--- src/rtl/vote_tally.sv ---
// Windowed accumulator fed by the 4-input ones-count stage.
// Takes one-hot count codes (0..4), flags illegal codes, and sums decoded values
// over WINDOW accepted samples. Each closed window yields sum, peak, majority and
// error. The result is held until the consumer takes it, so only one window is
// ever in flight.
//
// state | meaning
// ------+--------------------------------------------------------------
// ACCUM | taking samples, in_ready=1, accumulators active
// HOLD  | window result pending on out_*, in_ready=0, waiting out_ready
module vote_tally #(
  parameter int WINDOW = 8,
  parameter int SUM_W  = 6,
  parameter int CNT_W  = 3,
  parameter int THRESH = 16
) (
  input  logic             clk,
  input  logic             rst,
  input  logic             in_valid,
  output logic             in_ready,
  input  logic [4:0]       in_code,
  output logic             out_valid,
  input  logic             out_ready,
  output logic [SUM_W-1:0] out_sum,
  output logic [2:0]       out_max,
  output logic             out_maj,
  output logic             out_err
);

  typedef enum logic {
    ACCUM = 1'b0,
    HOLD  = 1'b1
  } state_t;

  // Index of the window-closing sample in the sample counter.
  localparam logic [CNT_W-1:0] LAST_IDX = CNT_W'(WINDOW - 1);
  // Threshold widened so the compare uses the full sum without truncating THRESH.
  localparam logic [31:0] THRESH_U = 32'(THRESH);

  state_t state_q, state_d;

  logic [2:0]       value;
  logic             code_ok;
  logic             accept;
  logic             close;

  logic [SUM_W-1:0] sum_q, sum_nxt;
  logic [2:0]       max_q, max_nxt;
  logic             err_q, err_nxt;
  logic [CNT_W-1:0] cnt_q;
  logic [31:0]      sum_ext;
  logic             maj_nxt;

  // Decode the one-hot count code; anything not exactly one bit is illegal and counts as 0.
  always_comb begin
    value   = 3'd0;
    code_ok = 1'b1;
    unique case (in_code)
      5'b00001: value = 3'd0;
      5'b00010: value = 3'd1;
      5'b00100: value = 3'd2;
      5'b01000: value = 3'd3;
      5'b10000: value = 3'd4;
      default: begin
        value   = 3'd0;
        code_ok = 1'b0;
      end
    endcase
  end

  assign accept = in_valid & in_ready;
  assign close  = accept & (cnt_q == LAST_IDX);

  // Accumulator values including the sample being accepted this cycle.
  always_comb begin
    sum_nxt = sum_q + SUM_W'(value);
    max_nxt = (value > max_q) ? value : max_q;
    err_nxt = err_q | ~code_ok;
    sum_ext = {{(32 - SUM_W){1'b0}}, sum_nxt};
    maj_nxt = (sum_ext >= THRESH_U);
  end

  // State register; reset dominates any same-cycle accept or handshake.
  always_ff @(posedge clk) begin
    if (rst) state_q <= ACCUM;
    else     state_q <= state_d;
  end

  // Next-state: close a window into HOLD, release HOLD on the output handshake.
  always_comb begin
    state_d = state_q;
    unique case (state_q)
      ACCUM: if (close)     state_d = HOLD;
      HOLD:  if (out_ready) state_d = ACCUM;
      default:              state_d = ACCUM;
    endcase
  end

  // Handshake outputs decode straight from the registered state.
  always_comb begin
    in_ready  = 1'b0;
    out_valid = 1'b0;
    unique case (state_q)
      ACCUM: in_ready  = 1'b1;
      HOLD:  out_valid = 1'b1;
      default: begin
        in_ready  = 1'b0;
        out_valid = 1'b0;
      end
    endcase
  end

  // Window accumulators; cleared on the closing sample so the next window starts clean.
  always_ff @(posedge clk) begin
    if (rst) begin
      sum_q <= '0;
      max_q <= '0;
      err_q <= 1'b0;
      cnt_q <= '0;
    end else if (accept) begin
      if (close) begin
        sum_q <= '0;
        max_q <= '0;
        err_q <= 1'b0;
        cnt_q <= '0;
      end else begin
        sum_q <= sum_nxt;
        max_q <= max_nxt;
        err_q <= err_nxt;
        cnt_q <= cnt_q + 1'b1;
      end
    end
  end

  // Result registers load on the closing sample and otherwise keep their last values.
  always_ff @(posedge clk) begin
    if (rst) begin
      out_sum <= '0;
      out_max <= '0;
      out_maj <= 1'b0;
      out_err <= 1'b0;
    end else if (close) begin
      out_sum <= sum_nxt;
      out_max <= max_nxt;
      out_maj <= maj_nxt;
      out_err <= err_nxt;
    end
  end

endmodule

--- config.mk ---
export PLATFORM = sky130hd
export DESIGN_NAME = vote_tally
export DESIGN_NICKNAME = d
export VERILOG_FILES = /design/src/rtl/vote_tally.sv
export SDC_FILE = /design/constraint.sdc
export NUM_CORES = 1
export LEC_CHECK = 0
export ABC_AREA = 1
export BUFFER_PORTS_ARGS = -buffer_cell sky130_fd_sc_hd__buf_2
export CAP_MARGIN = 10
export CORE_MARGIN = 2
export CORE_UTILIZATION = 54
export DETAILED_ROUTE_END_ITERATION = 10
export GPL_TIMING_DRIVEN = 0
export PLACE_DENSITY = 0.77
export SETUP_SLACK_MARGIN = 0.15
export SYNTH_ARGS = -nofsm -noshare
export SYNTH_HDL_FRONTEND = slang
export SYNTH_SLANG_ARGS = --single-unit
--- constraint.sdc ---
create_clock -name clk -period 2 [get_ports clk]
set_clock_uncertainty 0.05 [all_clocks]
set_input_delay 0.1 -clock clk [delete_from_list [all_inputs] [get_ports clk]]
set_output_delay 0.1 -clock clk [all_outputs]
set_load 0.02 [all_outputs]
# Yosys cells after proc, flatten, opt, wreduce, memory -nomap -nowiden
# Cells that the tools add are included.
[totals]
rom_bits = 0
latchBits = 0
elab_cells = 37
ff_bits = 25
out_inout_bits = 13
mem_bits_rw = 0
inputBits = 9
memories = 0
[op_classes]
multipliers = 0
bitwise_logic = 5
n_mux = 12
div_mod_pow = 0
addsub = 2
shifts = 0
reduce_logical = 1
order_cmp = 2
n_eq_ne = 6
[op_table]
columns = ["operator", "count"]
rows = [
  ["case mux 3 bit (4 select lines)", 1],
  ["2-to-1 mux 3 bit", 3],
  ["adder 6 x 3 -> 6 bit", 1],
  ["greater-or-equal comparator 6 x 5 -> 1 bit (second input constant)", 1],
  ["2-to-1 mux 1 bit", 6],
  ["2-to-1 mux 6 bit", 1],
  ["== test 5 x 1 -> 1 bit (second input constant)", 1],
  ["== test 5 x 2 -> 1 bit (second input constant)", 1],
  ["== test 5 x 3 -> 1 bit (second input constant)", 1],
  ["== test 5 x 4 -> 1 bit (second input constant)", 1],
  ["== test 5 bit (second input constant)", 1],
  ["OR reduction 5 bit", 1],
  ["adder 3 x 1 -> 3 bit (second input constant)", 1],
  ["== test 3 bit (second input constant)", 1],
  ["> comparator 3 bit", 1],
  ["AND 1 bit", 2],
  ["NOT 1 bit", 2],
  ["case mux 1 bit (2 select lines)", 1],
  ["bitwise OR 1 bit", 1],
]

# Longest topological paths before layout
# Gate-level depths: netlist of run 1.
[logic_depth]
depth_word = 6
depth_mapped = 16
mapped_depth_nobuf = 16

# Worst setup path before layout of run 1
# OpenSTA, ideal clock, no wires.
[synth_path]
path_kind = "input to register"
start = "input port in_code[0]"
end = "register out_maj"
arrival_ns = 1.525
stages = 16
setup_slack_ns = 0.308
cell_sequence = "nor2_4 nand2_1 nor2_2 nor2_2 inv_1 ha_1 inv_1 fa_1 inv_1 nand2_1 nand2_1 nand2_1 nand2_1 nand3_1 nor2_1 nor2_1"
[synth_between]
elab_chain_len = 4
[synth_lines]
columns = ["item", "line_no", "rtl"]
rows = [
  ["start, declared", "21", "input logic [4:0] in_code,"],
  ["== test 5 bit (tied with other cells)", "58", "unique case (in_code)"],
  ["case mux 3 bit (4 select lines) *", "58", ""],
  ["adder 6 x 3 -> 6 bit *", "76", "sum_nxt = sum_q + SUM_W'(value);"],
  ["greater-or-equal comparator 6 x 5 -> 1 bit *", "80", "maj_nxt = (sum_ext >= THRESH_U);"],
  ["end signal, assigned", "145", "out_maj <= maj_nxt;"],
  ["end, declared", "26", "output logic out_maj,"],
]
# Mark *: on every way between the ends. The rest lies on a longest branch, timed or not.
# A chain may end at the register's enable or synchronous reset.

# Final worst setup path of run 1
[layout_path]
start = "register cnt_q[0]"
end = "register state_q"
[layout_between]
elab_chain_len = 4
[layout_lines]
columns = ["item", "line_no", "rtl"]
rows = [
  ["start, declared", "50", "logic [CNT_W-1:0] cnt_q;"],
  ["start signal, assigned", "130", "cnt_q <= cnt_q + 1'b1;"],
  ["== test 3 bit", "72", "assign close = accept & (cnt_q == LAST_IDX);"],
  ["AND 1 bit", "72", ""],
  ["2-to-1 mux 1 bit", "93", "ACCUM: if (close) state_d = HOLD;"],
  ["case mux 1 bit (2 select lines)", "92", "unique case (state_q)"],
  ["end signal, assigned", "86", "else state_q <= state_d;"],
  ["end, declared", "40", "state_t state_q, state_d;"],
]
# Every way passes these cells.

==> results of run 1 <==
routing by layer:
metal	track usage, %	vias up	share of wire (%)	wire length [µm]
li1	-	626	-	-
met1	27.1	574	41	1190
met2	40.3	40	52	1490
met3	3.61	6	5.7	165
met4	9.40	0	1.4	40
met5	0	-	0	0
sequential cells by signal, summed over array words and instances (netlist names):
name	flops
out_sum	6
sum_q	6
cnt_q	3
max_q	3
out_max	3
err_q	1
out_err	1
out_maj	1
state_q	1
power groups by stage:
stage | clock network, µW | logic (µW) | registers (µW)
final | 236 | 299 | 541
after global placement | 0 | 266 | 549
after global routing | 258 | 335 | 545
after CTS | 242 | 291 | 540
after floorplan | 0 | 226 | 547
after detailed placement | 0 | 289 | 551
cell families (layout without fill, tap and decap cells):
kind of cell / count (synthesis) / in the layout / share of synthesized area [%]
flops: 25 / 25 / 37.7
buf+inv: 31 / 58 / 9.23
compound gates: 24 / 24 / 10.3
simple gates: 89 / 89 / 31.8
xor+xnor: 3 / 3 / 1.98
fa+ha+maj: 9 / 9 / 9.04
cell type report:
type | count | area share, %
Buffer | 2 | 0.569
Clock buffer | 3 | 1.46
Clock inverter | 1 | 0.488
Inverter | 29 | 7.40
Multi-Input combinational cell | 125 | 47.2
Sequential cell | 25 | 32.5
Tap cell | 28 | 2.28
Timing Repair Buffer | 23 | 8.13
synth_stat cells (2+ instances only):
cell type and instances:
dfxtp_1 25, nand2_1 53, nand2_2 4, nand3_1 11
ha_1 8, o21ai_1 2, a22o_1 2, nand2_4 2
nor2_1 10, inv_2 3, o21ai_0 5, xor2_1 2
nor2_2 2, a21oi_1 11, o211ai_1 2, inv_1 24
nor2_4 3, inv_4 2, nand3b_1 2
repair_timing:
action                                  in CTS  in global routing
resized for setup                            0                  4
endpoints found under the setup margin       0                  3
buffers inserted                             0                  0
endpoints found under the hold margin        1                  0
hold buffers                                 2                  0
worst max-delay path: stages, from the launching register on:
cell and delay (ns):
dfxtp_1 0.35, ha_1 0.23, ha_4 0.19, nand2_4 0.08
inv_4 0.05, nand2_2 0.09, o31ai_1 0.08, dlygate4sd3_1 0.57
metrics by stage:
step / total power (µW) / cells / hold WS [ns]
6_report: 1080 / 236 / 0.113
5_1_grt: 1140 / 236 / 0.124
4_1_cts: 1070 / 236 / 0.101
3_5_place_dp: 840 / 230 / 0.244
3_3_place_gp: 816 / 230 / 0.236
2_1_floorplan: 773 / 181 / 0.142
worst min-delay path by stage:
| stage | start | to | slack [ns] | cells after the start |
|---|---|---|---|---|
| 5_1_grt | rst | out_err$_SDFFE_PP0P_ | 0.12 | 4 |
| 2_1_floorplan | rst | state_q$_SDFF_PP0_ | 0.14 | 1 |
| 3_5_place_dp | out_ready | state_q$_SDFF_PP0_ | 0.24 | 2 |
| 6_report | rst | cnt_q[0]$_SDFFE_PP0P_ | 0.11 | 4 |
| 3_3_place_gp | out_ready | state_q$_SDFF_PP0_ | 0.24 | 2 |
| 4_1_cts | rst | cnt_q[0]$_SDFFE_PP0P_ | 0.10 | 4 |
==> flow_summary_export.csv, run 1 <==
group,metric,value,unit
floorplan,die_x,53.6,µm
power,p_sw_share,34.2,%
sta,setup_viol,0,
critical_path,reg2reg_slack,0.20,ns
critical_path,critPathRequiredTime,2.17,ns
logic_synthesis,synth_edf_count,0,
logic_synthesis,ys_types,27,
power,p_comb_share,27.8,%
sta,fin_crit_sh,89.9,%
finish,final_nets,227,
critical_path,rr_worst_depth,7,
global_routing,grt_pass1_wl,4730,µm
clock_network,cts_tree,"built",
floorplan,die-area,2870,µm²
global_routing,grt_pass1_vias,1153,
clock_network,clkLatencyLatePin,0.32,ns
finish,mostFrequentLayoutCells,"nand2_1, dfxtp_1, inv_1",
finish,diodes,0,
job,cap_violations,0,
critical_path,crit_path_end_kind,"flop",
global_routing,grt_antenna_before_repair,0,
logic_synthesis,synthesis.nets,199,
clock_network,clock_sink_count,25,
detailed_routing,avgViaCountPerCell,5.28,
sta,tightest_slew,0.497,ns
logic_synthesis,synth-seq-cells,25,
detailed_routing,drt_iter0_markers,78,
power,net-switching-power,368,µW
detailed_routing,drc,0,
finish,post-route-util,67.6,%
sta,hold_viol,0,
logic_synthesis,yosys-top-cells-area,"dfxtp_1, nand2_1, ha_1, inv_1, a21oi_1",
placement,place_area,1470,µm²
floorplan,design.core.area,2280,µm²
critical_path,crit_arrival,1.97,ns
critical_path,crit_start,"cnt_q[0]$_SDFFE_PP0P_",
finish,num-fill-cells,202,
placement,routabilityCongestion,0.834,
finish,stdcell_area,1540,µm²
logic_synthesis,yosys_warnings,0,
global_routing,grt_overflow_total,0,
detailed_routing,vias,1246,
finish,syn2layout_area_growth,15.8,%
power,seq_power_share,50.3,%
logic_synthesis,synth_area_leader_cell,"dfxtp_1",
global_routing,grt_usage,22.7,%
floorplan,rows,17,
power,intPower,709,µW
sta,relSlewSlack,66.8,%
critical_path,worstPathMaxFanout,6,
floorplan,io_pins,22,
logic_synthesis,synth_flop_cell,"dfxtp_1",
logic_synthesis,netlist_area,1330,µm²
hold_path,hp-class,"input port to flop",
critical_path,r2r-start,"cnt_q[0]$_SDFFE_PP0P_",
finish,final_common_cell,"nand2_1",
floorplan,die_h,53.6,µm
sta,grt_setup_unrepaired,"false",
sta,fin_crit,1.80,ns
clock_network,cts.path.max_buffers,2,
finish,regArea,500,µm²
power,ir_drop,0.562,mV
clock_network,h-tree-depth,1,
global_routing,grt_max_degree,16,
sta,timing.setup.tns,0,ns
critical_path,crit_type,"flop to flop",
sta,report.final.slew_viol_count,0,
placement,dp_hpwl,2160,µm
logic_synthesis,postSynthAreaPerCell,7.34,µm²
placement,place_ws,0.00374,ns
power,p_clk_share,22.0,%
logic_synthesis,synthArstFlopShare,0,%
detailed_routing,first_pass_iters,4,
critical_path,critPathCapture,"state_q$_SDFF_PP0_",
floorplan,start_util,58.4,%
logic_synthesis,syn_inst,181,
logic_synthesis,synth.yosys.seq_area_share,37.7,%
power,power.density,699,nW/µm²
critical_path,r2r_end,"state_q$_SDFF_PP0_",
finish,drive_above_1_share,22.6,%
outcome,status,"finished clean",
clock_network,cts_root_buf,"clkbuf_4",
detailed_routing,ant_nets,0,
power,p_leak,0.000805,µW
clock_network,cts_inserted_buffers,3,
clock_network,clk_pin_slew,0.15,ns
critical_path,crit_path_start_kind,"flop",
sta,setup_slack,0.201,ns
sta,fmax,556,MHz
logic_synthesis,yosys.area.top_type_share,37.7,%
finish,multi_input_area,726,µm²
placement,port_buffers,21,
detailed_routing,routed_wl,2890,µm
detailed_routing,wl_per_cell,12.3,µm
Power figures use the tool's default switching activity.
==> inputs of run 2 (changes only) <==
Clock period 2 ns to 2.3 ns, I/O delays scaled along.
==> run 2 against run 1 <==
Compared with the run above:
- hold slack improved by 0.011 ns
- maximum frequency down 3.9%
- die area did not move
- final area fell by 1.3%
- utilization shrank 0.88 points
- clock-buffer cell count did not move
- worst setup slack improved by 0.23 ns
- first-iteration DRC count rose by 13%
- global-route usage stayed put
- largest cell class unchanged
- highest routed layer unchanged
==> flow_summary_export.csv, run 2 (synthesis gave the netlist of run 1 again) <==
group,metric,value,unit
detailed_routing,first_pass_iters,4,
global_routing,grt_pass1_wl,4730,µm
placement,routabilityCongestion,0.834,
critical_path,path_common_cell,"ha_1",
critical_path,worstPathMaxFanout,6,
finish,final_common_cell,"nand2_1",
critical_path,crit_chain,"ha_1, ha_1, nand2_4, inv_4, nand2_2, o31ai_1, dlygate4sd3_1",
finish,drive_above_1_share,21.2,%
floorplan,design.core.area,2280,µm²
clock_network,post_cts_buffers,0,
sta,setup_slack,0.429,ns
detailed_routing,avgViaCountPerCell,5.25,
critical_path,crit_arrival,2.04,ns
clock_network,cts_inserted_buffers,3,
floorplan,die-area,2870,µm²
sta,fin_crit_sh,81.3,%
critical_path,cp_num_buf_inv,2,
critical_path,critPathTopFamily,"buffers and inverters",
floorplan,io_pins,22,
placement,place_ws,0.289,ns
clock_network,clk_pin_slew,0.15,ns
clock_network,cts_resized,0,
job,cap_violations,0,
detailed_routing,drt_iter0_markers,88,
clock_network,cts_tree,"built",
sta,grt_setup_unrepaired,"false",
critical_path,reg2reg_slack,0.43,ns
floorplan,start_util,58.4,%
finish,diodes,0,
finish,reg_top3,"out_sum: 6 flops, sum_q: 6 flops",
global_routing,grt_antenna_before_repair,0,
finish,mostFrequentLayoutCells,"nand2_1, dfxtp_1, inv_1",
clock_network,h-tree-depth,1,
detailed_routing,routed_wl,2880,µm
finish,syn2layout_area_growth,14.3,%
critical_path,crit_path_start_kind,"flop",
outcome,status,"finished clean",
floorplan,die_x,53.6,µm
finish,final_nets,227,
floorplan,die_h,53.6,µm
sta,timing.setup.tns,0,ns
clock_network,clock_sink_count,25,
floorplan,rows,17,
power,ir_drop,0.498,mV
clock_network,cts.path.max_buffers,2,
placement,place_area,1470,µm²
global_routing,grt_usage,22.7,%
detailed_routing,wl_per_cell,12.2,µm
sta,tightest_slew,0.518,ns
placement,port_buffers,21,
placement,dp_hpwl,2160,µm
sta,setup_viol,0,
critical_path,crit_slowest_cell,"dlygate4sd3_1",
hold_path,hp-class,"input port to flop",
clock_network,clkLatencyLatePin,0.32,ns
clock_network,ctsHoldBuffers,2,
critical_path,critPathRequiredTime,2.47,ns
sta,report.final.slew_viol_count,0,
global_routing,grt_overflow_total,0,
global_routing,grt_pass1_vias,1153,
detailed_routing,drc,0,
sta,fin_crit,1.87,ns
critical_path,crit_path_end_kind,"flop",
sta,fmax,535,MHz
power,power.density,616,nW/µm²
global_routing,grt_max_degree,16,
critical_path,crit_type,"flop to flop",
power,p_leak,0.000805,µW
detailed_routing,vias,1239,
finish,stdcell_area,1520,µm²
clock_network,cts_root_buf,"clkbuf_4",
sta,hold_viol,0,
sta,relSlewSlack,65.5,%
detailed_routing,ant_nets,0,
critical_path,slowest_delay,0.57,ns
[run 2: cell counts in the layout (fill, tap and decap cells not counted)]
No cell type changed its count.
[run 2: tightest hold or removal path, delay by kind of cell]
kind	cells	cell delay, ns
AOI/OAI and AO/OA	2	0.14
buffers and inverters	2	0.21
[run 2: final timing paths]
kind	start	end	cells past startpoint
worst max-delay path	cnt_q[0]$_SDFFE_PP0P_	state_q$_SDFF_PP0_	7
worst min-delay path	rst	out_err$_SDFFE_PP0P_	4
worst max register to register	cnt_q[0]$_SDFFE_PP0P_	state_q$_SDFF_PP0_	7
worst min register to register	out_sum[5]$_SDFFE_PP0P_	out_sum[5]$_SDFFE_PP0P_	2
[run 2: layout make-up]
class,count,area [µm²]
multi-input combinational,125,706
timing repair buffer,23,125
fill,206,757
inverter,29,114
sequential,25,500
clock inverter,1,7.51
clock buffer,3,22.5
tap,28,35.0
buffer,2,8.76
[run 2: stage by stage]
stage / std cells / hold WS [ns] / power (µW) / utilization [%]
after floorplan: 181 / 0.157 / 673 / -
after global placement: 230 / 0.251 / 709 / 64.5
after detailed placement: 230 / 0.259 / 731 / 64.5
after CTS: 236 / 0.116 / 934 / 66.7
after global routing: 236 / 0.139 / 988 / 66.7
final: 236 / 0.125 / 936 / 66.7
[run 2: where the power goes]
part,switching (µW),internal [µW]
logic,166,94.3
clock network,139,66.4
registers,15.5,455
[run 2: routing by layer]
metal	track usage (%)	wire (µm)	vias to the layer above
met2	40.3	1450	42
li1	-	-	627
met4	9.40	50	0
met3	3.61	186	8
met1	27.1	1190	562
met5	0	0	-
==> inputs of run 3 (changes only) <==
Settings changed: ABC_AREA 1 to 0, CORE_UTILIZATION 54 to 49, PLACE_DENSITY 0.77 to 0.74.
Clock period 2.3 ns to 1.5 ns, I/O delays scaled along.
==> run 3 against run 2 <==
Compared with the run above:
- the flow now finishes with violations (setup timing)
- non-clock buffer count rose by 29
- first-iteration DRC count fell by 26%
- utilization rose by 12 points
- hold slack improved by 0.038 ns
- total power rose by 32%
- sequential cell count did not move
- clock-buffer cell count did not move
- largest cell class unchanged
- via count rose by 10%
- highest routed layer unchanged
==> flow_summary_export.csv, run 3 <==
group,metric,value,unit
logic_synthesis,synth_edf_count,0,
placement,port_buffers,20,
sta,relSlewSlack,64.0,%
critical_path,critPathTopFamily,"simple AND/OR/NAND/NOR gates",
outcome,failed_checks,"setup timing",
global_routing,grt_overflow_total,0,
power,p_sw_share,27.9,%
logic_synthesis,yosys_warnings,0,
detailed_routing,drt_iter0_markers,65,
power,net-switching-power,345,µW
critical_path,r2r-start,"sum_q[0]$_SDFFE_PP0P_",
hold_path,hold_depth,4,
placement,placed_cells,200,
detailed_routing,vias,1367,
sta,setup_viol,17,
critical_path,slowest_delay,0.46,ns
power,p_clk_share,26.4,%
global_routing,grt_pass1_vias,1322,
critical_path,crit_arrival,2.09,ns
logic_synthesis,synth_flop_cell,"dfxtp_1",
logic_synthesis,ys_types,39,
clock_network,cts_inserted_buffers,3,
critical_path,crit_path_start_kind,"input port",
detailed_routing,drc,0,
clock_network,cts.path.max_buffers,2,
critical_path,worstPathMaxFanout,3,
sta,setup_slack,-0.414,ns
critical_path,crit_slowest_cell,"or4_4",
outcome,status,"finished, violations left",
floorplan,die_h,55.4,µm
finish,num-fill-cells,143,
finish,final_nets,219,
sta,tightest_slew,0.540,ns
logic_synthesis,netlist_area,1290,µm²
logic_synthesis,synthTopCellsByCount,"dfxtp_1, a21oi_1, nand2_1, nor2_1, ha_1",
clock_network,clk_pin_slew,0.15,ns
power,p_comb_share,18.1,%
power,seq_power_share,55.5,%
floorplan,die_x,55.4,µm
logic_synthesis,synthArstFlopShare,0,%
logic_synthesis,yosys-top-cells-area,"dfxtp_1, ha_1, a21oi_1, nand2_1, nor2_1",
sta,report.final.slew_viol_count,0,
sta,fin_crit_sh,128,%
finish,regArea,509,µm²
power,p_leak,0.000765,µW
critical_path,worstSetupPathDepth,11,
power,ir_drop,0.769,mV
clock_network,clkLatencyLatePin,0.34,ns
sta,hold_ws,0.163,ns
detailed_routing,first_pass_iters,4,
logic_synthesis,yosys.area.top_type_share,38.7,%
floorplan,io_pins,22,
critical_path,crit_path_end_kind,"flop",
logic_synthesis,synth_area_leader_cell,"dfxtp_1",
global_routing,grt_usage,25.3,%
hold_path,min-delay-start,"in_valid",
detailed_routing,avgViaCountPerCell,5.94,
clock_network,cts_root_buf,"clkbuf_4",
detailed_routing,wl_per_cell,18.4,µm
logic_synthesis,syn_inst,150,
placement,dp_hpwl,2240,µm
floorplan,design.core.area,2500,µm²
floorplan,rows,18,
placement,routabilityCongestion,0.889,
global_routing,grt_max_degree,16,
finish,multi_input_area,962,µm²
critical_path,r2r_end,"sum_q[4]$_SDFFE_PP0P_",
critical_path,crit_type,"input port to flop",
power,power.density,624,nW/µm²
detailed_routing,ant_nets,0,
clock_network,clock_sink_count,25,
logic_synthesis,synth.most_common_cell,"dfxtp_1",
clock_network,cts_tree,"built",
floorplan,start_util,51.8,%
sta,grt_setup_unrepaired,"true",
finish,final_cells,230,
critical_path,critPathRequiredTime,1.68,ns
logic_synthesis,synthesis.nets,168,
detailed_routing,routed_wl,4230,µm
sta,fmax,522,MHz
logic_synthesis,synth-seq-cells,25,
hold_path,hp-class,"input port to flop",
finish,drive_above_1_share,49.5,%
power,intPower,890,µW
critical_path,rr_worst_depth,7,
sta,hold_viol,0,
sta,timing.setup.tns,-3.49,ns
finish,final_common_cell,"buf_4",
floorplan,die-area,3070,µm²
finish,mostFrequentLayoutCells,"buf_4, dfxtp_1, buf_2",
finish,diodes,0,
critical_path,reg2reg_slack,-0.34,ns
finish,syn2layout_area_growth,52.9,%
clock_network,h-tree-depth,1,
logic_synthesis,postSynthAreaPerCell,8.62,µm²
logic_synthesis,synth.yosys.seq_area_share,38.7,%
critical_path,crit_chain,"buf_8, xnor2_2, or4_4, inv_4, ha_4, inv_2, fa_2, nor2b_2, o21ai_2, xor2_2, o41ai_1",
job,cap_violations,0,
sta,fin_crit,1.91,ns
critical_path,cp_num_buf_inv,3,
hold_path,min_to,"sum_q[3]$_SDFFE_PP0P_",
finish,reg_top3,"out_sum: 6 flops, sum_q: 6 flops",
global_routing,grt_antenna_before_repair,0,
global_routing,grt_pass1_wl,6140,µm
==> run 3: cell count changes in the layout (fill, tap and decap cells not counted), sizes merged, moves of 4 or more <==
cell | previous run | this run
inv | 29 | 7
nand3 | 12 | 7
buf | 22 | 51
or4 | 0 | 4
nand2 | 59 | 13
a211oi | 0 | 7
nand3b | 2 | 6
==> run 3: kinds of logic (layout without fill, tap and decap cells) <==
family	after synthesis	after routing	share of synthesized area, %
flops	25	25	38.7
simple gates	57	57	23.6
compound gates	35	35	17.6
buf+inv	15	65	4.54
mux	2	2	1.55
xor+xnor	7	7	4.74
fa+ha+maj	9	9	9.28
==> run 3: layout make-up <==
| class | count | area share [%] |
|---|---|---|
| Inverter | 7 | 1.45 |
| Clock inverter | 1 | 0.380 |
| Buffer | 8 | 3.42 |
| Clock buffer | 3 | 1.14 |
| Timing Repair Buffer | 46 | 17.3 |
| Sequential cell | 25 | 25.7 |
| Tap cell | 30 | 1.90 |
| Multi-Input combinational cell | 110 | 48.6 |
==> run 3: per-stage QoR <==
stage / utilization (%) / setup WS [ns] / power, µW / area (µm²)
2_1_floorplan: - / -0.412 / 784 / 1360
3_3_place_gp: 59.9 / -0.678 / 820 / 1500
3_5_place_dp: 59.9 / -0.731 / 828 / 1500
4_1_cts: 73.5 / -0.279 / 1200 / 1840
5_1_grt: 79.1 / -0.489 / 1280 / 1980
6_report: 79.1 / -0.414 / 1230 / 1980
==> run 3: worst max-delay path by stage <==
stage               startpoint                     to  slack (ns)
floorplan           in_code[2]   out_maj$_SDFFE_PP0P_       -0.41
global placement    in_code[1]   out_maj$_SDFFE_PP0P_       -0.68
detailed placement  in_code[1]   out_maj$_SDFFE_PP0P_       -0.73
CTS                 in_code[3]   out_maj$_SDFFE_PP0P_       -0.28
global route        in_code[3]  sum_q[4]$_SDFFE_PP0P_       -0.49
finish              in_code[3]  sum_q[4]$_SDFFE_PP0P_       -0.41
==> run 3: worst reg2reg max path, stage by stage (launching register included) <==
cell and delay (ns):
dfxtp_1 0.42, ha_4 0.17, inv_2 0.04, fa_2 0.35
nor2b_2 0.13, o21ai_2 0.07, xor2_2 0.18, o41ai_1 0.34
==> run 3: per-layer routing <==
metal | GRT usage [%] | routed length, µm | vias up
met4 | 11.8 | 178 | 0
met2 | 42.9 | 2120 | 45
li1 | - | - | 643
met3 | 5.62 | 167 | 19
met5 | 0 | 0 | -
met1 | 30.1 | 1760 | 660
==> run 3: power by group through the flow <==
stage	combinational [µW]	sequential (µW)	clock, µW
after floorplan	89.0	695	0
after global placement	124	696	0
after detailed placement	131	696	0
after CTS	187	685	323
after global routing	238	688	351
final	223	686	326
==> run 3: timing repair <==
| item | 4_1_cts | 5_1_grt |
|---|---|---|
| pin swaps | 13 | 9 |
| hold endpoints to repair | 1 | 0 |
| buffers inserted | 19 | 6 |
| endpoints found under the setup margin | 24 | 24 |
| resized for setup | 40 | 22 |
| cloned | 0 | 0 |
| hold buffers | 1 | 0 |
